$ cat src/rtl/fetch_stage.sv
// Instruction-fetch stage and IF/ID pipeline register for the pipelined MIPS core.
// Define FETCH_PERF_CNT_EN to build the delivered-instruction counter on fetch_count.
module fetch_stage #(
    parameter logic [31:0] RESET_PC = 32'h0000_0000
) (
    input  logic        clk,
    input  logic        rst_n,
    input  logic        stall,
    input  logic        flush_d,
    input  logic        pc_src,
    input  logic [31:0] branch_target,
    input  logic        jmp,
    input  logic [31:0] jmp_target,
    output logic        imem_req,
    output logic [31:0] imem_addr,
    input  logic [31:0] imem_rdata,
    input  logic        imem_ready,
    output logic [31:0] instr_d,
    output logic [31:0] pc_plus4_d,
    output logic        valid_d,
    output logic [31:0] fetch_count
);

    typedef enum logic [1:0] {FETCH, KILL, HOLD} state_t;

    state_t      state, state_n;
    logic [31:0] pc_f, pc_n;
    logic [31:0] buf_instr, buf_instr_n;
    logic [31:0] buf_pc4, buf_pc4_n;
    logic [31:0] redir_pc, redir_pc_n;
    logic [31:0] pc_plus4, target;
    logic [31:0] load_instr, load_pc4;
    logic        redirect, ifid_load, ifid_bubble;

    assign redirect  = ~stall & (jmp | pc_src);
    assign target    = jmp ? jmp_target : branch_target;
    assign pc_plus4  = pc_f + 32'd4;
    assign imem_req  = rst_n & (state != HOLD);
    assign imem_addr = pc_f;

    always_comb begin
        state_n     = state;
        pc_n        = pc_f;
        buf_instr_n = buf_instr;
        buf_pc4_n   = buf_pc4;
        redir_pc_n  = redir_pc;
        ifid_load   = 1'b0;
        ifid_bubble = 1'b0;
        load_instr  = imem_rdata;
        load_pc4    = pc_plus4;
        case (state)
            FETCH: begin
                if (imem_ready) begin
                    if (redirect) begin
                        pc_n        = target;
                        ifid_bubble = 1'b1;
                    end else if (stall) begin
                        // Word arrived while decode is frozen: park it so the request can drop.
                        buf_instr_n = imem_rdata;
                        buf_pc4_n   = pc_plus4;
                        pc_n        = pc_plus4;
                        state_n     = HOLD;
                    end else begin
                        ifid_load = 1'b1;
                        pc_n      = pc_plus4;
                    end
                end else if (redirect) begin
                    redir_pc_n  = target;
                    ifid_bubble = 1'b1;
                    state_n     = KILL;
                end else begin
                    ifid_bubble = ~stall;
                end
            end
            KILL: begin
                // The outstanding request cannot be withdrawn; its word is dropped on arrival.
                if (redirect)
                    redir_pc_n = target;
                if (imem_ready) begin
                    pc_n    = redirect ? target : redir_pc;
                    state_n = FETCH;
                end
                ifid_bubble = ~stall;
            end
            HOLD: begin
                if (!stall) begin
                    state_n = FETCH;
                    if (redirect) begin
                        pc_n        = target;
                        ifid_bubble = 1'b1;
                    end else begin
                        ifid_load  = 1'b1;
                        load_instr = buf_instr;
                        load_pc4   = buf_pc4;
                    end
                end
            end
            default: state_n = FETCH;
        endcase
        if (flush_d) begin
            ifid_load   = 1'b0;
            ifid_bubble = 1'b1;
        end
    end

    always_ff @(posedge clk) begin
        if (!rst_n) begin
            state      <= FETCH;
            pc_f       <= RESET_PC;
            buf_instr  <= '0;
            buf_pc4    <= '0;
            redir_pc   <= '0;
            instr_d    <= '0;
            pc_plus4_d <= '0;
            valid_d    <= 1'b0;
        end else begin
            state     <= state_n;
            pc_f      <= pc_n;
            buf_instr <= buf_instr_n;
            buf_pc4   <= buf_pc4_n;
            redir_pc  <= redir_pc_n;
            if (ifid_load) begin
                instr_d    <= load_instr;
                pc_plus4_d <= load_pc4;
                valid_d    <= 1'b1;
            end else if (ifid_bubble) begin
                instr_d <= '0;
                valid_d <= 1'b0;
            end
        end
    end

`ifdef FETCH_PERF_CNT_EN
    always_ff @(posedge clk) begin
        if (!rst_n)
            fetch_count <= '0;
        else if (ifid_load)
            fetch_count <= fetch_count + 32'd1;
    end
`else
    assign fetch_count = '0;
`endif

endmodule

$ cat config.mk
export PLATFORM = sky130hd
export DESIGN_NAME = fetch_stage
export DESIGN_NICKNAME = d
export VERILOG_FILES = /design/src/rtl/fetch_stage.sv
export SDC_FILE = /design/constraint.sdc
export NUM_CORES = 1
export LEC_CHECK = 0
export CAP_MARGIN = 10
export CORE_ASPECT_RATIO = 1.4
export CORE_MARGIN = 2
export CORE_UTILIZATION = 40
export CTS_CLUSTER_SIZE = 14
export DETAILED_ROUTE_END_ITERATION = 12
export GPL_ROUTABILITY_DRIVEN = 1
export MAX_ROUTING_LAYER = met4
export PLACE_DENSITY_LB_ADDON = 0.3
export SLEW_MARGIN = 5
export SYNTH_ARGS = -nofsm -noshare
export SYNTH_HDL_FRONTEND = slang
export SYNTH_SLANG_ARGS = --single-unit
$ cat constraint.sdc
create_clock -name clk -period 3 [get_ports clk]
set_input_delay 0.6 -clock clk [delete_from_list [all_inputs] [get_ports clk]]
set_output_delay 0.6 -clock clk [all_outputs]
set_load 0.02 [all_outputs]
==> impl_metrics.env, run 1 <==
export IMPL_grt_max_degree=156
export IMPL_dieArea_um2=25980
export IMPL_via_count=9731
export IMPL_period_needed_ns=2.797
export IMPL_fin_skew_ns=0.009561
export IMPL_grt_use_total_pct=23.68
export IMPL_hp_class="register to register"
export IMPL_io_buffers=200
export IMPL_clock_latency_ns=0.44
export IMPL_grt_use_met2_pct=38.13
export IMPL_seq_area_frac_synth_pct=39.53
export IMPL_p_leak_nw=4.687
export IMPL_pre_cts_slack_ns=0.2147
export IMPL_start_util_pct=40.30
export IMPL_final_common_cell="nand2_1"
export IMPL_met1_usage_pct=29.68
export IMPL_antenna_found_initial=0
export IMPL_ir_worst_vdd_mv=0.4123
export IMPL_crit_path_end_kind="output port"
export IMPL_overflow=0
export IMPL_drt_wl_total_mm=29.55
export IMPL_grt_pass1_vias=9055
export IMPL_synth_seq_cells=195
export IMPL_status="complete, no violations"
export IMPL_crit_path_start_kind="register"
export IMPL_die_w_um=136.8
export IMPL_setup_viol=0
export IMPL_synth_distinct_cells=66
export IMPL_arrival_ns=2.20
export IMPL_cts_hold_buf=0
export IMPL_cpPeakStageDelay_ns=0.61
export IMPL_globalRoute_busiestLayer="met2"
export IMPL_htree_num_levels=4
export IMPL_wl_per_cell_um=16.39
export IMPL_vias_per_cell=5.397
export IMPL_tns_ns=0
export IMPL_cellPowerDensity_nw_per_um2=602.8
export IMPL_path_class="register to output port"
export IMPL_cts_tree="yes"
export IMPL_drc=0
export IMPL_cp_top_family="buffers and inverters"
export IMPL_finalCritPeriodShare_pct=93.22
export IMPL_relSlewSlack_pct=38.04
export IMPL_synth_edf_count=0
export IMPL_layout_cells_most_common_list="216 x nand2_1, 198 x clkdlybuf4s50_1, 195 x dfxtp_1"
export IMPL_power_total_w=0.007777
export IMPL_crit_path_max_fanout=12
export IMPL_crit_path_top_delay_cell="clkdlybuf4s50_1"
export IMPL_hpwl_mm=20.75
export IMPL_crit_chain="inv_1, ha_2, nor2_1, buf_4, clkdlybuf4s50_1"
export IMPL_syn_instance_count=1317
export IMPL_worst_pin_slew_ns=0.9294
export IMPL_io_pins=233
export IMPL_numCtsBuffers=17
export IMPL_cts_repair_resized=0
export IMPL_synth_area_um2=9876
export IMPL_slew_viol_final=0
export IMPL_antennaDiodeCount=0
export IMPL_clock_path_buffers=2
export IMPL_rows=68
export IMPL_crit_buf_inv=3
export IMPL_detail_route_first_pass_iterations=5
export IMPL_root_buffer="clkbuf_16"
export IMPL_required_ns=2.40
export IMPL_synth_avg_cell_area_um2=7.499
export IMPL_ant_nets=0
export IMPL_grt_pass1_wl_mm=47.64
export IMPL_core_um2=24500
export IMPL_synth_flop_cell="dfxtp_1"
export IMPL_nNetsFinal=1583
export IMPL_drv_cap=0
export IMPL_drt_first_iter_violations=491
export IMPL_drive_gt1_share_pct=8.065
export IMPL_cts_reportedPaths_clkPinSlew_ns=0.07
export IMPL_post_cts_setup_buffers=0
export IMPL_rsz0062_at_grt="no"
export IMPL_ys_warn_count=0
export IMPL_die_y_um=189.9
export IMPL_post_place_cells=1771
export IMPL_layoutNonFillerInstCount=1803
export IMPL_synthArstFlopShare_pct=0
export IMPL_finalHoldViolations=0
export IMPL_met3_usage_pct=3.917
export IMPL_cts_sinks=195
export IMPL_gp_congestion=0.9287
export IMPL_areaGrowthSynthToFinish_pct=30.63
export IMPL_fmax_mhz=357.6
export IMPL_setup_slack_ns=0.2033
-- path summary, 6_finish.rpt --
check,slack (ns),depth (start not counted),to,start
max,0.20,5,imem_req,state[0]
min reg2reg,0.46,2,buf_instr[27],buf_instr[27]
min,0.46,2,buf_instr[27],buf_instr[27]
max reg2reg,0.42,7,pc_plus4_d[22],imem_addr[3]
-- stage by stage --
step	utilization [%]	hold slack, ns	instance area (µm²)
detailed placement	49.98	0.4465	12250
CTS	52.64	0.4562	12900
floorplan	-	0.4366	9992
finish	52.65	0.4562	12900
global placement	49.98	0.4414	12250
global route	52.65	0.4647	12900
-- worst register-to-register path, stage by stage (launching register included) --
cell and delay, ns:
dfxtp_1 0.46, ha_1 0.27, nand3_1 0.14, or3_4 0.40
nor4_1 0.58, xor2_1 0.23, a221oi_1 0.30, nor2_1 0.06
-- Yosys cell counts, types with 8 or more instances --
cell,instances,area share [%]
nor3_1,25,1.3
nand3_1,39,2.0
buf_4,34,2.6
o221ai_1,8,0.71
inv_1,16,0.61
o211ai_1,20,1.5
clkbuf_1,94,3.6
a221oi_1,8,0.71
buf_1,10,0.38
a211oi_1,47,3.6
nand4_1,15,0.95
xor2_1,14,1.2
xnor2_1,14,1.2
o21ai_0,59,3.0
a31oi_1,8,0.51
nand2_1,217,8.2
nor2_1,158,6.0
dfxtp_1,195,40
mux2_2,13,1.5
mux2i_1,17,1.7
a21oi_1,178,9.0
nand2b_1,11,0.70
-- area by class of cell --
type                       instances  area, µm²
inverter                          16      62.56
sequential                       195       3904
clock buffer                      18      439.2
timing repair buffer             249       2485
multi-input combinational        996       5404
tap                              315      394.1
clock inverter                    14      212.7
fill                            2423      11600
-- where the power goes --
group | internal [W] | total (W) | switching (W)
registers | 0.00284 | 0.00311 | 0.000278
clock network | 0.00145 | 0.00252 | 0.00107
logic | 0.000895 | 0.00214 | 0.00125
total | 0.00518 | 0.00778 | 0.00260
-- flip-flops by register name (all words and copies together) (netlist names) --
signal / flops
buf_instr: 32
buf_pc4: 32
imem_addr: 32
instr_d: 32
pc_plus4_d: 32
redir_pc: 32
state: 2
valid_d: 1
-- metal layers --
layer	vias up	routed length [µm]
met2	327	14180
met3	42	1755
met4	0	918
met1	4486	12690
li1	4876	-
met5	-	0
-- cell families after synthesis --
kind of cell,Yosys count,synth area share (%)
AO/OA/AOI/OAI,394,24.60
XOR/XNOR,28,2.483
adder cells (fa/ha/maj),5,0.6335
buffers and inverters,157,7.298
flip-flops,195,39.53
multiplexers,31,3.319
other,1,0.03797
AND/OR/NAND/NOR,506,22.10
Power figures use the tool's default switching activity.
==> inputs of run 2 (changes only) <==
- CORE_ASPECT_RATIO: 1.4 -> 1.25
==> impl_metrics.env, run 2 (synthesis results as in run 1) <==
export IMPL_seq_area_um2=3904
export IMPL_cts_repair_resized=0
export IMPL_setup_slack_ns=0.1788
export IMPL_via_count=9860
export IMPL_start_util_pct=40.57
export IMPL_required_ns=2.40
export IMPL_post_place_cells=1777
export IMPL_cts_reportedPaths_clkPinSlew_ns=0.08
export IMPL_drt_wl_total_mm=30.43
export IMPL_die_w_um=144.5
export IMPL_gp_congestion=0.9265
export IMPL_placed_cell_area_um2=12210
export IMPL_rows=64
export IMPL_drt_first_iter_violations=806
export IMPL_crit_path_end_kind="output port"
export IMPL_root_buffer="clkbuf_16"
export IMPL_drv_cap=0
export IMPL_ir_worst_vdd_mv=0.3865
export IMPL_drc=0
export IMPL_numCtsBuffers=17
export IMPL_nNetsFinal=1574
export IMPL_globalRoute_busiestLayer="met2"
export IMPL_hp_class="register to register"
export IMPL_rsz0062_at_grt="no"
export IMPL_fin_skew_ns=0.01323
export IMPL_grt_use_total_pct=23.84
export IMPL_worst_pin_slew_ns=0.8081
export IMPL_dieArea_um2=25970
export IMPL_clock_path_buffers=2
export IMPL_cts_hold_buf=0
export IMPL_period_needed_ns=2.821
export IMPL_die_y_um=179.7
export IMPL_setup_viol=0
export IMPL_layout_cells_most_common_list="216 x nand2_1, 198 x clkdlybuf4s50_1, 195 x dfxtp_1"
export IMPL_clock_latency_ns=0.44
export IMPL_detail_route_first_pass_iterations=5
export IMPL_layoutNonFillerInstCount=1809
export IMPL_status="complete, no violations"
export IMPL_wl_per_cell_um=16.82
export IMPL_cellPowerDensity_nw_per_um2=580.6
export IMPL_core_um2=24340
export IMPL_areaGrowthSynthToFinish_pct=29.18
export IMPL_r2r_start="state[0]"
export IMPL_relSlewSlack_pct=46.12
export IMPL_post_cts_setup_buffers=0
export IMPL_p_leak_nw=4.585
export IMPL_fmax_mhz=354.5
export IMPL_hpwl_mm=20.98
export IMPL_final_common_cell="nand2_1"
export IMPL_crit_path_start_kind="register"
export IMPL_finalCritPeriodShare_pct=94.04
export IMPL_ant_nets=0
export IMPL_vias_per_cell=5.451
export IMPL_multi_input_area_um2=5401
export IMPL_grt_pass1_vias=9169
export IMPL_hp_start="pc_plus4_d[4]"
export IMPL_slew_viol_final=0
export IMPL_io_buffers=200
export IMPL_design_area_um2=12760
export IMPL_finalHoldViolations=0
export IMPL_cts_sinks=195
export IMPL_pre_cts_slack_ns=0.1858
export IMPL_overflow=0
export IMPL_crit_path_max_fanout=6
export IMPL_grt_pass1_wl_mm=48.60
export IMPL_grt_use_met2_pct=37.67
export IMPL_path_class="register to output port"
export IMPL_startpoint="state[0]"
export IMPL_htree_num_levels=4
export IMPL_io_pins=233
export IMPL_met3_usage_pct=4.395
export IMPL_tns_ns=0
export IMPL_n_fill_cell=2382
export IMPL_power_total_w=0.007406
export IMPL_grt_max_degree=156
export IMPL_antenna_found_initial=1
export IMPL_arrival_ns=2.22
export IMPL_cts_tree="yes"
export IMPL_met1_usage_pct=31.33
export IMPL_drive_gt1_share_pct=7.307
## run 2: cell count changes in the layout (fill, tap and decap cells not counted), sizes merged, moves of 4 or more
cell,previous run,this run
bufinv,4,0
clkinvlp,0,5
inv,24,20
buf,51,42
## run 2: path summary, 6_finish.rpt
kind                        end  slack [ns]  depth (start not counted)
setup reg to reg    instr_d[24]        0.41                          9
setup / recovery       imem_req        0.18                          4
hold reg to reg   pc_plus4_d[4]        0.45                          2
hold / removal    pc_plus4_d[4]        0.45                          2
## run 2: power by group
group          internal, W  total (W)  switching (W)
logic             0.000880    0.00215        0.00127
clock network      0.00110    0.00215        0.00105
registers          0.00284    0.00310       0.000267
## run 2: area by class of cell
type | instances | share of cell area [%]
repair buffers | 240 | 19.05
multi-input cells | 996 | 42.34
clock buffers | 19 | 3.472
inverters | 16 | 0.4904
clock inverters | 12 | 0.7944
well taps | 330 | 3.237
diodes | 1 | 0.01962
flip-flops and latches | 195 | 30.60
## run 2: worst max-delay path, cell delays in order (launching register included)
cell	delay, ns
dfxtp_1	0.46
inv_1	0.10
ha_1	0.30
nor2_1	0.21
clkdlybuf4s50_1	0.72
## run 2: routing by layer
metal / up-vias / wire length [µm]
met3: 45 / 2040
li1: 4855 / -
met4: 0 / 592
met5: - / 0
met2: 381 / 14390
met1: 4579 / 13420
## run 2: per-stage QoR
stage / utilization [%] / hold WS, ns
6_report: 52.41 / 0.4517
5_1_grt: 52.41 / 0.4720
4_1_cts: 52.40 / 0.4569
3_5_place_dp: 50.16 / 0.4471
3_3_place_gp: 50.16 / 0.4417
2_1_floorplan: - / 0.4366
==> inputs of run 3 (changes only) <==
- ABC_AREA: unset -> 1
- clock period: 3 -> 2.4 ns (I/O delays scaled with it)
==> impl_metrics.env, run 3 <==
export IMPL_fin_skew_ns=0.01322
export IMPL_slew_viol_final=0
export IMPL_cellPowerDensity_nw_per_um2=829.9
export IMPL_crit_path_end_kind="output port"
export IMPL_fmax_mhz=440.5
export IMPL_top_layer="met4"
export IMPL_cts_tree="yes"
export IMPL_finalHoldViolations=0
export IMPL_synth_seq_cells=195
export IMPL_grt_pass1_wl_mm=47.12
export IMPL_ir_worst_vdd_mv=0.4493
export IMPL_netlist_top_cells_area="dfxtp_1 37%, nand2_1 14%, a21oi_1 12%"
export IMPL_synth_avg_cell_area_um2=6.799
export IMPL_die_w_um=149.4
export IMPL_cts_reportedPaths_clkPinSlew_ns=0.08
export IMPL_tns_ns=0
export IMPL_met2_length_mm=14.19
export IMPL_seq_area_frac_synth_pct=36.95
export IMPL_gp_congestion=0.9042
export IMPL_areaGrowthSynthToFinish_pct=26.53
export IMPL_required_ns=1.92
export IMPL_synth_edf_count=0
export IMPL_antenna_found_initial=0
export IMPL_cts_hold_buf=0
export IMPL_synth_flop_cell="dfxtp_1"
export IMPL_final_common_cell="nand2_1"
export IMPL_wl_met3_mm=1.792
export IMPL_start_util_pct=40.62
export IMPL_ys_warn_count=0
export IMPL_drc=0
export IMPL_period_needed_ns=2.270
export IMPL_io_buffers=200
export IMPL_layout_cells_most_common_list="385 x nand2_1, 244 x a21oi_1, 198 x clkdlybuf4s50_1"
export IMPL_drt_wl_total_mm=29.91
export IMPL_grt_pass1_vias=9243
export IMPL_multi_input_area_um2=5355
export IMPL_setup_viol=0
export IMPL_ant_nets=0
export IMPL_syn_instance_count=1554
export IMPL_path_class="register to output port"
export IMPL_via_count=10380
export IMPL_rr_worst_depth=11
export IMPL_clock_latency_ns=0.44
export IMPL_rows=66
export IMPL_synth_most_common_cell="nand2_1"
export IMPL_crit_path_start_kind="register"
export IMPL_crit_path_max_fanout=4
export IMPL_grt_max_degree=109
export IMPL_n_fill_cell=2574
export IMPL_synthTopCellsByCount="385 x nand2_1, 244 x a21oi_1, 195 x dfxtp_1"
export IMPL_relSlewSlack_pct=28.87
export IMPL_nNetsFinal=1808
export IMPL_drive_gt1_share_pct=8.173
export IMPL_antennaDiodeCount=0
export IMPL_worst_pin_slew_ns=1.067
export IMPL_utilization_pct=51.39
export IMPL_p_leak_nw=5.522
export IMPL_overflow=0
export IMPL_rsz0062_at_grt="no"
export IMPL_root_buffer="clkbuf_16"
export IMPL_dieArea_um2=27740
export IMPL_status="complete, no violations"
export IMPL_synth_area_um2=10570
export IMPL_clock_path_buffers=2
export IMPL_die_y_um=185.7
export IMPL_wl_per_cell_um=14.57
export IMPL_arrival_ns=1.79
export IMPL_yosysTopAreaCellShare_pct=36.95
export IMPL_synthArstFlopShare_pct=0
export IMPL_finalCritPeriodShare_pct=94.59
export IMPL_hpwl_mm=20.78
export IMPL_drv_cap=0
export IMPL_vias_per_cell=5.056
export IMPL_io_pins=233
export IMPL_synth_distinct_cells=33
export IMPL_numCtsBuffers=17
export IMPL_seq_area_um2=3904
export IMPL_drt_first_iter_violations=687
export IMPL_post_cts_setup_buffers=0
export IMPL_core_um2=26010
export IMPL_hold_depth=2
export IMPL_grt_use_total_pct=21.89
export IMPL_met1_length_mm=13.51
export IMPL_detail_route_first_pass_iterations=5
export IMPL_htree_num_levels=4
export IMPL_synth_top_cell_by_area="dfxtp_1"
export IMPL_hp_class="register to register"
export IMPL_cts_sinks=195
[run 3: cell types whose count changed in the layout (fill, tap and decap cells not counted), sizes merged, moves of 17 or more]
cell and delta:
nand2 +172, o21ai +163, inv +149, a21oi +109, nor2 -106, a211oi -47, nor3 -24, o21bai +22
o211ai -18, mux2i -17
[run 3: final cells by class]
| class | instances | share of cell area (%) |
|---|---|---|
| clock inverters | 14 | 1.404 |
| flip-flops and latches | 195 | 29.20 |
| inverters | 163 | 4.586 |
| clock buffers | 18 | 3.210 |
| repair buffers | 236 | 18.35 |
| multi-input cells | 1087 | 40.06 |
| well taps | 340 | 3.182 |
[run 3: final timing paths]
kind	start	endpoint	slack, ns
max	state[0]	imem_req	0.13
min	buf_instr[4]	buf_instr[4]	0.46
max reg2reg	state[0]	imem_addr[4]	0.28
min reg2reg	buf_instr[4]	buf_instr[4]	0.46
[run 3: cells by family (layout without fill, tap and decap cells)]
family,after synthesis,count (layout),share of synthesized area [%]
AO/OA/AOI/OAI,553,553,28.80
XOR/XNOR,15,15,1.243
adder cells (fa/ha/maj),5,5,0.5921
buffers and inverters,303,431,13.62
flip-flops,195,195,36.95
other,1,32,0.03549
AND/OR/NAND/NOR,482,482,18.76
[run 3: worst max-delay path: stages, from the launching register on]
cell and delay (ns):
dfxtp_1 0.39, inv_1 0.11, ha_1 0.25, nor2_1 0.22, dlygate4sd2_1 0.38
[run 3: stage by stage]
step / cells / setup WS [ns] / power [W] / hold WS, ns / instance area [µm²]
6_report: 2053 / 0.1300 / 0.01109 / 0.4558 / 13370
5_1_grt: 2053 / 0.03160 / 0.01180 / 0.4725 / 13370
4_1_cts: 2053 / 0.1230 / 0.01115 / 0.4562 / 13370
3_5_place_dp: 2021 / 0.04909 / 0.008132 / 0.4439 / 12750
3_3_place_gp: 2021 / 0.07259 / 0.008054 / 0.4388 / 12750
2_1_floorplan: 1585 / 0.5932 / 0.006739 / 0.4297 / 10680
[run 3: where the power goes]
part           switching, W  internal (W)  total, W
Combinational       0.00237       0.00153   0.00391
Sequential         0.000442       0.00374   0.00418
Clock               0.00140       0.00160   0.00300
[run 3: timing repair]
item                       in CTS  in global routing
resized for setup               1                  0
setup endpoints to repair       1                  0
hold endpoints to repair        0                  0
[run 3: layer usage]
metal | vias up | global-route usage, %
met5 | - | -
met4 | 0 | 6.362
met3 | 30 | 3.431
met2 | 362 | 35.58
met1 | 4696 | 28.18
li1 | 5292 | -
